**src/rtl/fib_codec_pkg.sv**
```systemverilog
`default_nettype none
// ============================================================================
// Module      : fib_codec_pkg
// Description : Widths, limits and FSM state type shared by the Fibonacci
//               (Zeckendorf) encoder and decoder.
// Revision    : 1.0 - initial release
// ============================================================================
package fib_codec_pkg;

    localparam int FIB_W    = 32;
    localparam int BIN_W    = 16;
    localparam int ACC_W    = 24;
    localparam int IDX_W    = $clog2(FIB_W);
    localparam int CONV_LAT = 33;

    localparam logic [BIN_W-1:0] BIN_MAX = 16'hFFFF;

    typedef enum logic [1:0] {
        IDLE = 2'd0,
        RUN  = 2'd1,
        FIN  = 2'd2
    } state_t;

endpackage
`default_nettype wire

```
**src/rtl/fibonacci_binary_if.sv**
```systemverilog
`default_nettype none
// ============================================================================
// Module      : fibonacci_binary_if
// Description : Start/result bundle between a requester and the Zeckendorf
//               decoder.
// Revision    : 1.0 - initial release
// ============================================================================
interface fibonacci_binary_if;
    import fib_codec_pkg::*;

    logic [FIB_W-1:0] fibonacci_standard;
    logic             begin_f_b;
    logic             busy;
    logic             convert_done;
    logic [BIN_W-1:0] binary_out;
    logic             err_noncanonical;
    logic             err_overflow;

    modport master (
        output fibonacci_standard, begin_f_b,
        input  busy, convert_done, binary_out, err_noncanonical, err_overflow
    );

    modport slave (
        input  fibonacci_standard, begin_f_b,
        output busy, convert_done, binary_out, err_noncanonical, err_overflow
    );

endinterface
`default_nettype wire

```
**src/rtl/fib_weight_seq.sv**
```systemverilog
`default_nettype none
// ============================================================================
// Module      : fib_weight_seq
// Description : Two-register Fibonacci generator producing the weight of the
//               current digit; clear loads (1,2), step advances one digit.
// Revision    : 1.0 - initial release
// ============================================================================
module fib_weight_seq
    import fib_codec_pkg::*;
(
    input  wire logic             clk,
    input  wire logic             rst,
    input  wire logic             clear,
    input  wire logic             step,
    output logic      [ACC_W-1:0] weight
);

    logic [ACC_W-1:0] r_w;
    logic [ACC_W-1:0] r_wn;

    always_ff @(posedge clk) begin
        if (!rst) begin
            r_w  <= '0;
            r_wn <= '0;
        end else if (clear) begin
            r_w  <= ACC_W'(1);
            r_wn <= ACC_W'(2);
        end else if (step) begin
            r_w  <= r_wn;
            r_wn <= r_w + r_wn;
        end
    end

    assign weight = r_w;

endmodule
`default_nettype wire

```
**src/rtl/fibonacci_binary.sv**
```systemverilog
`default_nettype none
// ============================================================================
// Module      : fibonacci_binary
// Description : Serial Zeckendorf-to-binary decoder, one digit per clock LSB
//               first, with canonical-form and range checking.
// Revision    : 1.0 - initial release
// ============================================================================
module fibonacci_binary
    import fib_codec_pkg::*;
(
    input  wire logic          clk,
    input  wire logic          rst,
    fibonacci_binary_if.slave  bus
);

    state_t           r_state;
    logic [FIB_W-1:0] r_shreg;
    logic [ACC_W-1:0] r_acc;
    logic [IDX_W-1:0] r_idx;
    logic             r_prev;
    logic             r_noncanon;
    logic             r_busy;
    logic             r_done;
    logic [BIN_W-1:0] r_bin;
    logic             r_err_nc;
    logic             r_err_ov;

    logic             w_clear;
    logic             w_step;
    logic             w_digit;
    logic             w_ovf;
    logic [ACC_W-1:0] w_weight;

    always_comb begin
        w_clear = (r_state == IDLE) && bus.begin_f_b;
        w_step  = (r_state == RUN);
        w_digit = r_shreg[0];
        w_ovf   = r_acc > {{(ACC_W-BIN_W){1'b0}}, BIN_MAX};
    end

    fib_weight_seq u_weight (
        .clk    (clk),
        .rst    (rst),
        .clear  (w_clear),
        .step   (w_step),
        .weight (w_weight)
    );

    always_ff @(posedge clk) begin
        if (!rst) begin
            r_state    <= IDLE;
            r_shreg    <= '0;
            r_acc      <= '0;
            r_idx      <= '0;
            r_prev     <= 1'b0;
            r_noncanon <= 1'b0;
            r_busy     <= 1'b0;
            r_done     <= 1'b0;
            r_bin      <= '0;
            r_err_nc   <= 1'b0;
            r_err_ov   <= 1'b0;
        end else begin
            r_done <= 1'b0;
            case (r_state)
                IDLE: begin
                    if (bus.begin_f_b) begin
                        r_shreg    <= bus.fibonacci_standard;
                        r_acc      <= '0;
                        r_idx      <= '0;
                        r_prev     <= 1'b0;
                        r_noncanon <= 1'b0;
                        r_busy     <= 1'b1;
                        r_state    <= RUN;
                    end
                end
                RUN: begin
                    if (w_digit) begin
                        r_acc <= r_acc + w_weight;
                    end
                    // Two consecutive 1 digits break Zeckendorf form
                    if (w_digit && r_prev) begin
                        r_noncanon <= 1'b1;
                    end
                    r_prev  <= w_digit;
                    r_shreg <= {1'b0, r_shreg[FIB_W-1:1]};
                    r_idx   <= r_idx + IDX_W'(1);
                    if (r_idx == IDX_W'(FIB_W-1)) begin
                        r_state <= FIN;
                    end
                end
                FIN: begin
                    r_err_ov <= w_ovf;
                    r_bin    <= w_ovf ? BIN_MAX : r_acc[BIN_W-1:0];
                    r_err_nc <= r_noncanon;
                    r_done   <= 1'b1;
                    r_busy   <= 1'b0;
                    r_state  <= IDLE;
                end
                default: r_state <= IDLE;
            endcase
        end
    end

    assign bus.busy             = r_busy;
    assign bus.convert_done     = r_done;
    assign bus.binary_out       = r_bin;
    assign bus.err_noncanonical = r_err_nc;
    assign bus.err_overflow     = r_err_ov;

endmodule
`default_nettype wire

```
**src/flat_wrapper.sv**
```systemverilog
// flat-port wrapper written by rule: the top's interface ports become plain ports
module fibonacci_binary_flat import fib_codec_pkg::*;
  (clk, rst, bus_fibonacci_standard, bus_begin_f_b, bus_busy, bus_convert_done, bus_binary_out, bus_err_noncanonical, bus_err_overflow);
  fibonacci_binary_if bus_i ();
  input  wire logic clk;
  input  wire logic rst;
  input wire logic [$bits(bus_i.fibonacci_standard)-1:0] bus_fibonacci_standard;
  input wire logic [$bits(bus_i.begin_f_b)-1:0] bus_begin_f_b;
  output wire logic [$bits(bus_i.busy)-1:0] bus_busy;
  output wire logic [$bits(bus_i.convert_done)-1:0] bus_convert_done;
  output wire logic [$bits(bus_i.binary_out)-1:0] bus_binary_out;
  output wire logic [$bits(bus_i.err_noncanonical)-1:0] bus_err_noncanonical;
  output wire logic [$bits(bus_i.err_overflow)-1:0] bus_err_overflow;
  assign bus_i.fibonacci_standard = bus_fibonacci_standard;
  assign bus_i.begin_f_b = bus_begin_f_b;
  assign bus_busy = bus_i.busy;
  assign bus_convert_done = bus_i.convert_done;
  assign bus_binary_out = bus_i.binary_out;
  assign bus_err_noncanonical = bus_i.err_noncanonical;
  assign bus_err_overflow = bus_i.err_overflow;
  fibonacci_binary u_core (.clk(clk), .rst(rst), .bus(bus_i));
endmodule
```
**config.mk**
```make
export PLATFORM = sky130hd
export DESIGN_NAME = fibonacci_binary_flat
export DESIGN_NICKNAME = d
export VERILOG_FILES = /design/src/rtl/fib_codec_pkg.sv /design/src/rtl/fibonacci_binary_if.sv /design/src/rtl/fib_weight_seq.sv /design/src/rtl/fibonacci_binary.sv /design/src/flat_wrapper.sv
export SDC_FILE = /design/constraint.sdc
export NUM_CORES = 1
export LEC_CHECK = 0
export CAP_MARGIN = 25
export CORE_UTILIZATION = 30
export DETAILED_ROUTE_END_ITERATION = 10
export PLACE_DENSITY_LB_ADDON = 0.05
export RECOVER_POWER = 100
export SYNTH_ARGS = -nofsm -noshare
export SYNTH_HDL_FRONTEND = slang
export SYNTH_SLANG_ARGS = --single-unit
```
**constraint.sdc**
```tcl
create_clock -name clk -period 3.01 [get_ports clk]
set_input_delay 0.602 -clock clk [delete_from_list [all_inputs] [get_ports clk]]
set_output_delay 0.602 -clock clk [all_outputs]
set_load 0.02 [all_outputs]
```
# == After elaboration in Yosys (flattened, before gate mapping) ==
# Cells that the tools add are included.
# totals
memories,0
word_cells,61
ram_bits,0
romBits,0
input_bits,35
latch_bits,0
register_bits,133
out_inout_bits,20
# op_classes
n_bitwise,1
shifts,0
n_eq_ne,7
addsub,3
multipliers,0
reduce_logical,12
n_div,0
muxes,22
magnitude_cmp,1
# ops
operator,n
32-bit case mux with 2 select lines,1
24-bit adder,2
24-bit 2-to-1 mux,2
24-bit case mux with 2 select lines,1
32-bit 2-to-1 mux,1
24-bit by 16-bit greater-than comparator with 1-bit output (second input constant),1
16-bit 2-to-1 mux,1
5-bit case mux with 2 select lines,1
2-bit 2-to-1 mux,4
1-bit 2-to-1 mux,6
2-bit by 1-bit inequality test with 1-bit output (second input constant),3
1-bit case mux with 2 select lines,3
2-bit AND reduction,3
3-bit AND reduction,2
2-bit nonzero test,3
5-bit by 1-bit adder with 5-bit output (second input constant),1
5-bit equality test (second input constant),1
5-bit 2-to-1 mux,1
2-bit case mux with 2 select lines,1
2-bit by 1-bit equality test with 1-bit output (second input constant),1
2-bit equality test (second input constant),1
1-bit logical AND,2
2-bit zero test,1
2-bit inequality test (second input constant),1
other kinds (2),2

# == Longest topological paths before layout ==
# Gate-level depths: netlist of run 1.
# depth
depth_word,3
ltp_mapped,10
mapped_depth_nobuf,10

# == By module ==
# Synthesis of run 1 repeated with hierarchy kept, for this count alone.
# unflattened
cells_unflattened,842
hier_area_um2,7408.4
# modules_own_cells
module,instances,cells_each,area_each_um2
fibonacci_binary,1,490,4344.2
fib_weight_seq,1,352,3064.2

# == Worst setup path before layout of run 1 ==
# Ideal clock, no wire load.
# synth_timing
kind,register -> register
start,"register u_core.u_weight.r_w[0], in the netlist u_core.u_weight.weight[0]"
end,register u_core.u_weight.r_wn[22]
path_stages_with_launch,11
arrival_time_ps,2520
t_required_ps,2883
setup_ps,127
slack_ps,363
cell_sequence,dfxtp_1 ha_1 fa_1 a21o_1 a31oi_2 o211ai_2 a221oi_2 o21a_2 o21ai_2 and4_4 or3_1
# synth_between
elab_chain_len,1
# synth_lines
item,line,rtl
from (decl),fib_weight_seq.sv:18,logic [ACC_W-1:0] r_w;
from (signal assigned),fib_weight_seq.sv:29,r_w <= r_wn;
24-bit adder,fib_weight_seq.sv:30,r_wn <= r_w + r_wn;
to (signal assigned),fib_weight_seq.sv:30,
to (decl),fib_weight_seq.sv:19,logic [ACC_W-1:0] r_wn;
# Every way passes these cells.
# A chain may end at the register's enable or synchronous reset.

# == Worst setup path in the final report of run 1 ==
# Same ends and word-level chain as after synthesis.

==> impl_metrics.toml, run 1 <==
[run_status]
status = "completed"

[floorplanning]
die_h_um = 155
core_area_sq_um = 22800
die_area_sq_um = 24000
num_rows = 55
io_pins = 55
start_util_pct = 30.9
die_w_um = 155

[yosys]
ys_seq_area_share_pct = 37.9
syn-cell-area_sq_um = 7030
synth_commonest_cells = "188 x nand2_1, 133 x dfxtp_1, 94 x a21oi_1, 66 x nor2_1, 48 x ha_1"
synthesis.instances = 864
async_flop_share_pct = 0
syn_avg_cell_area_sq_um = 8.13
synth_edf_count = 0
ys_top_cells_by_area = "dfxtp_1 38%, nand2_1 10%, ha_1 8.5%"
yosysWarnings = 0
synth_seq_cells = 133
synth_most_common_cell = "nand2_1"
synthDistinctLibCells = 64
yosysTopAreaCell = "dfxtp_1"
synth_top_area_share_pct = 37.9
synth_flop_cell = "dfxtp_1"
syn_nets = 949

[sta]
setup_viol = 0
fin_ws_ns = 0.172
fin_worst_skew_ns = 0.0124
rsz0062_at_grt = "no"
final-max-slew-violation-count = 0
max_slew_margin_pct = 23.5
setup_tns_ns = 0
tightest_slew_ns = 1.15
max_freq_mhz = 352
period_needed_ns = 2.84
hold_viol = 0
finalCritPeriodShare_pct = 94.3

[finish]
antenna_cells = 0
multiInputGateArea_sq_um = 4130
fill_cells = 2296
fin_nets = 987
drive_gt1_share_pct = 7.87
area_delta_synth_final_pct = 21.0
seqCellArea_sq_um = 2660
final_area_sq_um = 8510
post-route-util_pct = 37.3

[placed_design]
gp_congestion = 0.812
io_buffers = 54
dpl_worst_slack_ns = 0.137
placed_area_sq_um = 7900
hpwl_um = 12600

[routing]
wl_per_cell_um = 14.6
drtIter0Drc = 390
wl_um = 17900
post-route-drc-count = 0
ant_nets = 0
drtPass1Iterations = 5
vias = 6174
via_per_inst = 5.03

[global_routing]
grt_pass1_wl_um = 29500
grt-ovfl-total = 0
grt_pass1_vias = 5703
antenna_found_initial = 0
grt_usage_pct = 15.4
grt_max_degree = 88

[worst_setup_path]
crit_fanout = 5
worstSetupPathType = "reg -> reg"
cpLargestDelayFamily = "compound AO/OA/AOI/OAI gates"
cp_slowest_cell = "fa_1"
crit_required_ns = 3.31
r2r_setup_slack_ns = 0.17
cp.arrival_ns = 3.14
reg2reg_depth = 10
worst_path_largest_cell_delay_ns = 0.41
cp_cell_sequence = "ha_1 -> fa_1 -> a21o_1 -> a31oi_4 -> o211ai_2 -> a221oi_2 -> o21a_2 -> o21ai_2 -> and4_4 -> or3_1"
critPathLaunch = "u_core.u_weight.weight[0]"
critical_path_buf_inv_count = 0
r2r_end = "u_core.u_weight.r_wn[22]"
crit_path_end_kind = "flip-flop"
crit_cells = 10
reg2reg_from = "u_core.u_weight.weight[0]"
start_kind = "flip-flop"

[power]
p_per_area_nw_per_um2 = 513
pwr-share-clk_pct = 50.9
power_frac_comb_pct = 6.9
swShare_pct = 24.7
p_sw_w = 0.00108
vdd_drop_max_mv = 0.270
p_int_w = 0.00329
leakagePower_nw = 3.40
seqPwrFrac_pct = 42.2

[clock_network]
clkLatencyLatePin_ns = 0.42
cts_buffer_depth = 2
cts_root_buf = "clkbuf_16"
cts_setup_buffers = 0
cts_hold_buffers = 0
htreeDepth = 4
clkTransAtPathRegs_ns = 0.06
cts-buffers-inserted = 17
cts_tree = "built"
cts-resized-gates = 0
clock_sinks = 133

[min_path]
hold_path_startpoint = "u_core.r_idx[3]"
min_path_type = "reg -> reg"
whs_endpoint = "u_core.r_idx[3]"
min_path_cells = 1

[flow_run]
maxCapViolations = 0
-- cells by family after synthesis --
kind of cell / share of synthesized area, %
AND/OR/NAND/NOR: 19.5
AO/OA/AOI/OAI: 24.6
flip-flops: 37.9
buffers and inverters: 3.69
adder cells (fa/ha/maj): 9.12
XOR/XNOR: 4.98
multiplexers: 0.285
-- routing by layer --
layer,global-route usage [%],part of all wire [%],vias to the layer above
li1,-,-,3174
met1,21.6,52,2873
met2,23.6,44,111
met3,2.62,2.7,16
met4,5.23,1.4,0
met5,0,0,-
-- power by group through the flow --
stage,sequential (W),combinational [W],clock (W)
after floorplan,0.00187,0.000192,0
after global placement,0.00188,0.000304,0
after detailed placement,0.00188,0.000309,0
after CTS,0.00184,0.000311,0.00229
after global routing,0.00185,0.000338,0.00236
final,0.00184,0.000301,0.00222
-- area by class of cell --
cell class,count,share of cell area [%]
Multi-Input combinational cell,666,48.5
Timing Repair Buffer,68,7.55
Clock buffer,20,5.37
Sequential cell,133,31.3
Clock inverter,12,1.97
Inverter,16,0.706
Tap cell,313,4.60
-- cells in the final DEF (no fill, tap or decap), drive strengths merged, types with 4 or more instances in the layout --
cell type and count:
xnor2 27, o21bai 7, and2 4, a22oi 10, clkinv 5, a21o 17
o221a 16, o21ai 37, nor2 66, nor3 9, ha 48, nand4 13
a311oi 31, a31oi 12, nor2b 6, dfxtp 133, clkdlybuf4s50 33, a21oi 96
buf 9, nand2 188, xor2 13, nand3 16, clkbuf 25, dlygate4sd3 21
inv 19
-- worst register-to-register path: cells and delay by family (launching register included) --
family / cells / cell delay, ns
fa+ha+maj: 2 / 0.65
simple gates: 2 / 0.52
flops: 1 / 0.33
compound gates: 6 / 1.24
-- per-stage QoR --
stage	hold slack [ns]	std cells	total power (W)
2_1_floorplan	0.414	864	0.00207
3_3_place_gp	0.430	1196	0.00218
3_5_place_dp	0.439	1196	0.00219
4_1_cts	0.448	1228	0.00445
5_1_grt	0.473	1228	0.00455
6_report	0.454	1228	0.00436
-- state kept, by name, summed over array words and instances, names as in the netlist, 2 cells and up --
register / count
u_core.r_shreg: 32
u_core.r_idx: 5
u_core.bus.binary_out: 16
u_core.r_state: 2
u_core.u_weight.r_wn: 24
u_core.u_weight.weight: 24
u_core.r_acc: 24
-- how the worst max path moves through the flow --
stage / endpoint / slack (ns)
global placement: u_core.u_weight.r_wn[22] / 0.15
global route: u_core.r_acc[22] / 0.03
CTS: u_core.u_weight.r_wn[22] / 0.11
floorplan: u_core.u_weight.r_wn[22] / 0.36
detailed placement: u_core.u_weight.r_wn[22] / 0.14
finish: u_core.u_weight.r_wn[22] / 0.17
Power figures use the tool's default switching activity.
==> run 2, diff against run 1 <==
--- a/config.mk
+++ b/config.mk
@@ -8,6 +8,7 @@
 export CAP_MARGIN = 25
 export CORE_UTILIZATION = 30
 export DETAILED_ROUTE_END_ITERATION = 10
+export DONT_BUFFER_PORTS = 1
 export PLACE_DENSITY_LB_ADDON = 0.05
 export RECOVER_POWER = 100
 export SYNTH_ARGS = -nofsm -noshare
==> impl_metrics.toml, run 2 (same netlist as run 1, synthesis figures left out) <==
[run_status]
status = "finished, violations left"
violations = "capacitance limit, slew limit"

[routing]
drtIter0Drc = 388
vias = 5883
wl_per_cell_um = 15.0
via_per_inst = 5.02
drtPass1Iterations = 5
ant_nets = 0
post-route-drc-count = 0
wl_um = 17600

[finish]
drive_gt1_share_pct = 8.16
multiInputGateArea_sq_um = 4130
area_delta_synth_final_pct = 12.4
final_area_sq_um = 7900
regMostFlops = "u_core.r_shreg"
antenna_cells = 0
largest_register_ffs = 32
fin_nets = 931
layout_commonest_cell = "nand2_1"
final_cell_mix = "188 x nand2_1, 133 x dfxtp_1, 95 x a21oi_1"
fill_cells = 2369
seqCellArea_sq_um = 2660
post-route-util_pct = 34.7

[clock_network]
clock_sinks = 133
htreeDepth = 4
cts_hold_buffers = 0
cts_root_buf = "clkbuf_16"
clkLatencyLatePin_ns = 0.42
cts_buffer_depth = 2
cts-buffers-inserted = 17
clkTransAtPathRegs_ns = 0.06
cts_tree = "built"

[worst_setup_path]
worst_path_largest_cell_delay_ns = 0.40
worstSetupPathType = "reg -> reg"
cp.arrival_ns = 3.17
cp_cell_sequence = "ha_1 -> fa_1 -> a21o_1 -> a31oi_4 -> o211ai_2 -> a221oi_2 -> o21a_2 -> o21ai_2 -> and4_4 -> or3_1"
r2r_setup_slack_ns = 0.15
crit_path_end_kind = "flip-flop"
crit_fanout = 5
cp_slowest_cell = "fa_1"
start_kind = "flip-flop"
reg2reg_depth = 10
crit_required_ns = 3.32

[floorplanning]
die_h_um = 155
io_pins = 55
start_util_pct = 30.9
die_area_sq_um = 24000
num_rows = 55
die_w_um = 155
core_area_sq_um = 22800

[sta]
max_slew_margin_pct = -17.0
tightest_slew_ns = 1.75
fin_worst_skew_ns = 0.00902
setup_viol = 0
max_freq_mhz = 349
fin_ws_ns = 0.147
setup_tns_ns = 0
rsz0062_at_grt = "no"
period_needed_ns = 2.86
finalCritPeriodShare_pct = 95.1
final-max-slew-violation-count = 39
hold_viol = 0

[placed_design]
placed_area_sq_um = 7320
gp_congestion = 0.849
hpwl_um = 12300
dpl_worst_slack_ns = 0.133
io_buffers = 0

[global_routing]
antenna_found_initial = 0
grt_max_degree = 58
grt_usage_pct = 14.9
grt_pass1_wl_um = 28400
grt-ovfl-total = 0
grt_pass1_vias = 5464

[power]
p_total_w = 0.00415
p_per_area_nw_per_um2 = 526
leakagePower_nw = 3.08
vdd_drop_max_mv = 0.346

[min_path]
min_path_cells = 1
min_path_type = "in -> reg"

[flow_run]
maxCapViolations = 1
==> run 2: timing repair <==
action / 4_1_cts / 5_1_grt
setup buffers: 0 / 1
endpoints found under the setup margin: 0 / 2
gates resized for setup: 0 / 2
==> run 2: area by class of cell <==
cell class | count | share of cell area [%]
tap | 313 | 4.96
clock buffer | 17 | 5.39
timing repair buffer | 12 | 0.967
inverter | 16 | 0.761
clock inverter | 14 | 1.95
multi-input combinational | 666 | 52.3
sequential | 133 | 33.7
==> run 2: through the flow <==
stage	hold slack, ns	std cells
floorplan	0.414	864
global placement	0.426	1139
detailed placement	0.434	1139
CTS	0.282	1170
global route	0.281	1171
finish	0.303	1171
==> run 2: layer usage <==
layer,global-route usage [%],share of wire (%)
met1,20.9,52
met2,22.5,43
met3,3.48,3.7
met4,4.57,1.1
met5,0,0
==> run 2: final timing paths <==
kind | start | to
max reg2reg | u_core.u_weight.weight[0] | u_core.u_weight.r_wn[22]
min | rst | u_core.bus.convert_done
max | u_core.u_weight.weight[0] | u_core.u_weight.r_wn[22]
min reg2reg | u_core.r_idx[3] | u_core.r_idx[3]
==> run 2: power breakdown <==
group	switching, W	internal [W]	total [W]
sequential	0.0000310	0.00181	0.00184
combinational	0.000177	0.0000676	0.000244
clock	0.000841	0.00122	0.00206
total	0.00105	0.00310	0.00415
==> run 2: critical path: cells and delay by family, from the launching register on <==
| family | cells | cell delay [ns] |
|---|---|---|
| AND/OR/NAND/NOR | 2 | 0.52 |
| adder cells (fa/ha/maj) | 2 | 0.64 |
| flip-flops | 1 | 0.34 |
| AO/OA/AOI/OAI | 6 | 1.25 |
==> run 3, diff against run 2 <==
--- a/config.mk
+++ b/config.mk
@@ -9,6 +9,7 @@
 export CORE_UTILIZATION = 30
 export DETAILED_ROUTE_END_ITERATION = 10
 export DONT_BUFFER_PORTS = 1
+export MAX_ROUTING_LAYER = met4
 export PLACE_DENSITY_LB_ADDON = 0.05
 export RECOVER_POWER = 100
 export SYNTH_ARGS = -nofsm -noshare
==> impl_metrics.toml, run 3 (same netlist as run 1, synthesis figures left out) <==
[clock_network]
cts_root_buf = "clkbuf_16"
cts_tree = "built"
cts_setup_buffers = 0
cts_buffer_depth = 2
cts_hold_buffers = 0
clkTransAtPathRegs_ns = 0.07
clkLatencyLatePin_ns = 0.42
htreeDepth = 4
cts-resized-gates = 0
cts-buffers-inserted = 17
clock_sinks = 133

[worst_setup_path]
reg2reg_depth = 10
crit_required_ns = 3.31
worstSetupPathType = "reg -> reg"
cp_cell_sequence = "ha_1 -> fa_1 -> a21o_1 -> a31oi_2 -> o211ai_2 -> a221oi_2 -> o21a_2 -> o21ai_2 -> and4_4 -> or3_1"
cpLargestDelayFamily = "compound AO/OA/AOI/OAI gates"
cp.arrival_ns = 3.18
cp_slowest_cell = "fa_1"
crit_cells = 10
start_kind = "flip-flop"
worst_path_largest_cell_delay_ns = 0.41
crit_fanout = 5
critical_path_buf_inv_count = 0
crit_path_end_kind = "flip-flop"

[sta]
final-max-slew-violation-count = 0
setup_tns_ns = 0
finalCritPeriodShare_pct = 95.7
max_freq_mhz = 347
setup_viol = 0
fin_worst_skew_ns = 0.00992
tightest_slew_ns = 1.18
holdWs_ns = 0.300
rsz0062_at_grt = "no"
max_slew_margin_pct = 21.4
period_needed_ns = 2.88
hold_viol = 0

[floorplanning]
die_area_sq_um = 24000
start_util_pct = 30.9
die_w_um = 155
core_area_sq_um = 22800
die_h_um = 155
num_rows = 55
io_pins = 55

[finish]
drive_gt1_share_pct = 8.28
post-route-util_pct = 34.5
layout_commonest_cell = "nand2_1"
fin_nets = 929
antenna_cells = 0
final_cell_mix = "188 x nand2_1, 133 x dfxtp_1, 94 x a21oi_1"
area_delta_synth_final_pct = 11.9
largest_register_ffs = 32
regMostFlops = "u_core.r_shreg"

[global_routing]
grt-ovfl-total = 0
grt_usage_pct = 15.5
grt_max_degree = 61
grt_pass1_vias = 5476
grt_pass1_wl_um = 28600
antenna_found_initial = 0

[power]
leakagePower_nw = 3.07
vdd_drop_max_mv = 0.251
p_total_w = 0.00413
p_per_area_nw_per_um2 = 525

[placed_design]
hpwl_um = 12400
gp_congestion = 0.867
io_buffers = 0

[flow_run]
maxCapViolations = 0

[routing]
post-route-drc-count = 0
drtPass1Iterations = 5
drtIter0Drc = 353
ant_nets = 0
wl_um = 17500
vias = 5900
via_per_inst = 5.04
wl_per_cell_um = 15.0

[run_status]
status = "completed"

[min_path]
min_path_type = "in -> reg"
min_path_cells = 1
run 3: cell count changes in the layout (fill, tap and decap cells not counted), moves of 2 or more:
| cell | previous run | this run |
|---|---|---|
| clkinv_2 | 2 | 0 |
| buf_4 | 8 | 4 |
| inv_6 | 3 | 6 |
| clkbuf_2 | 1 | 4 |
| clkinv_4 | 4 | 2 |
run 3: layout make-up:
type                            count  area (sq um)
Clock inverter                     14           141
Tap cell                          313           392
Timing Repair Buffer               10          57.6
Clock buffer                       18           429
Inverter                           16          60.1
Fill cell                        2357         14900
Sequential cell                   133          2660
Multi-Input combinational cell    666          4120
run 3: layer usage:
| metal | share of wire [%] | GRT usage (%) | up-vias |
|---|---|---|---|
| li1 | - | - | 3060 |
| met1 | 53 | 21.5 | 2734 |
| met5 | 0 | - | - |
| met4 | 0.83 | 4.20 | 0 |
| met3 | 2.7 | 3.29 | 8 |
| met2 | 43 | 22.5 | 98 |
run 3: per-stage QoR:
stage	std cells	setup slack [ns]	instance area, sq um
final	1170	0.128	7870
after global routing	1170	0.0138	7870
after CTS	1170	0.110	7890
after detailed placement	1138	0.125	7320
after global placement	1138	0.149	7320
after floorplan	864	0.363	7030
run 3: power by group:
group	internal (W)	switching, W	total (W)
clock network	0.00116	0.000884	0.00204
registers	0.00181	0.0000308	0.00184
logic	0.0000660	0.000176	0.000242
total	0.00304	0.00109	0.00413
run 3: worst reg2reg max path, delay by kind of cell, from the launching register on:
kind                     cells  cell delay [ns]
adder cells (fa/ha/maj)      2             0.64
AND/OR/NAND/NOR              2             0.52
flip-flops                   1             0.33
AO/OA/AOI/OAI                6             1.28
run 3: worst paths after layout:
kind                                                 end  slack (ns)                 startpoint
worst max-delay path            u_core.u_weight.r_wn[22]        0.13  u_core.u_weight.weight[0]
worst min register to register           u_core.r_idx[3]        0.44            u_core.r_idx[3]
worst max register to register  u_core.u_weight.r_wn[22]        0.13  u_core.u_weight.weight[0]
worst min-delay path             u_core.bus.convert_done        0.30                        rst
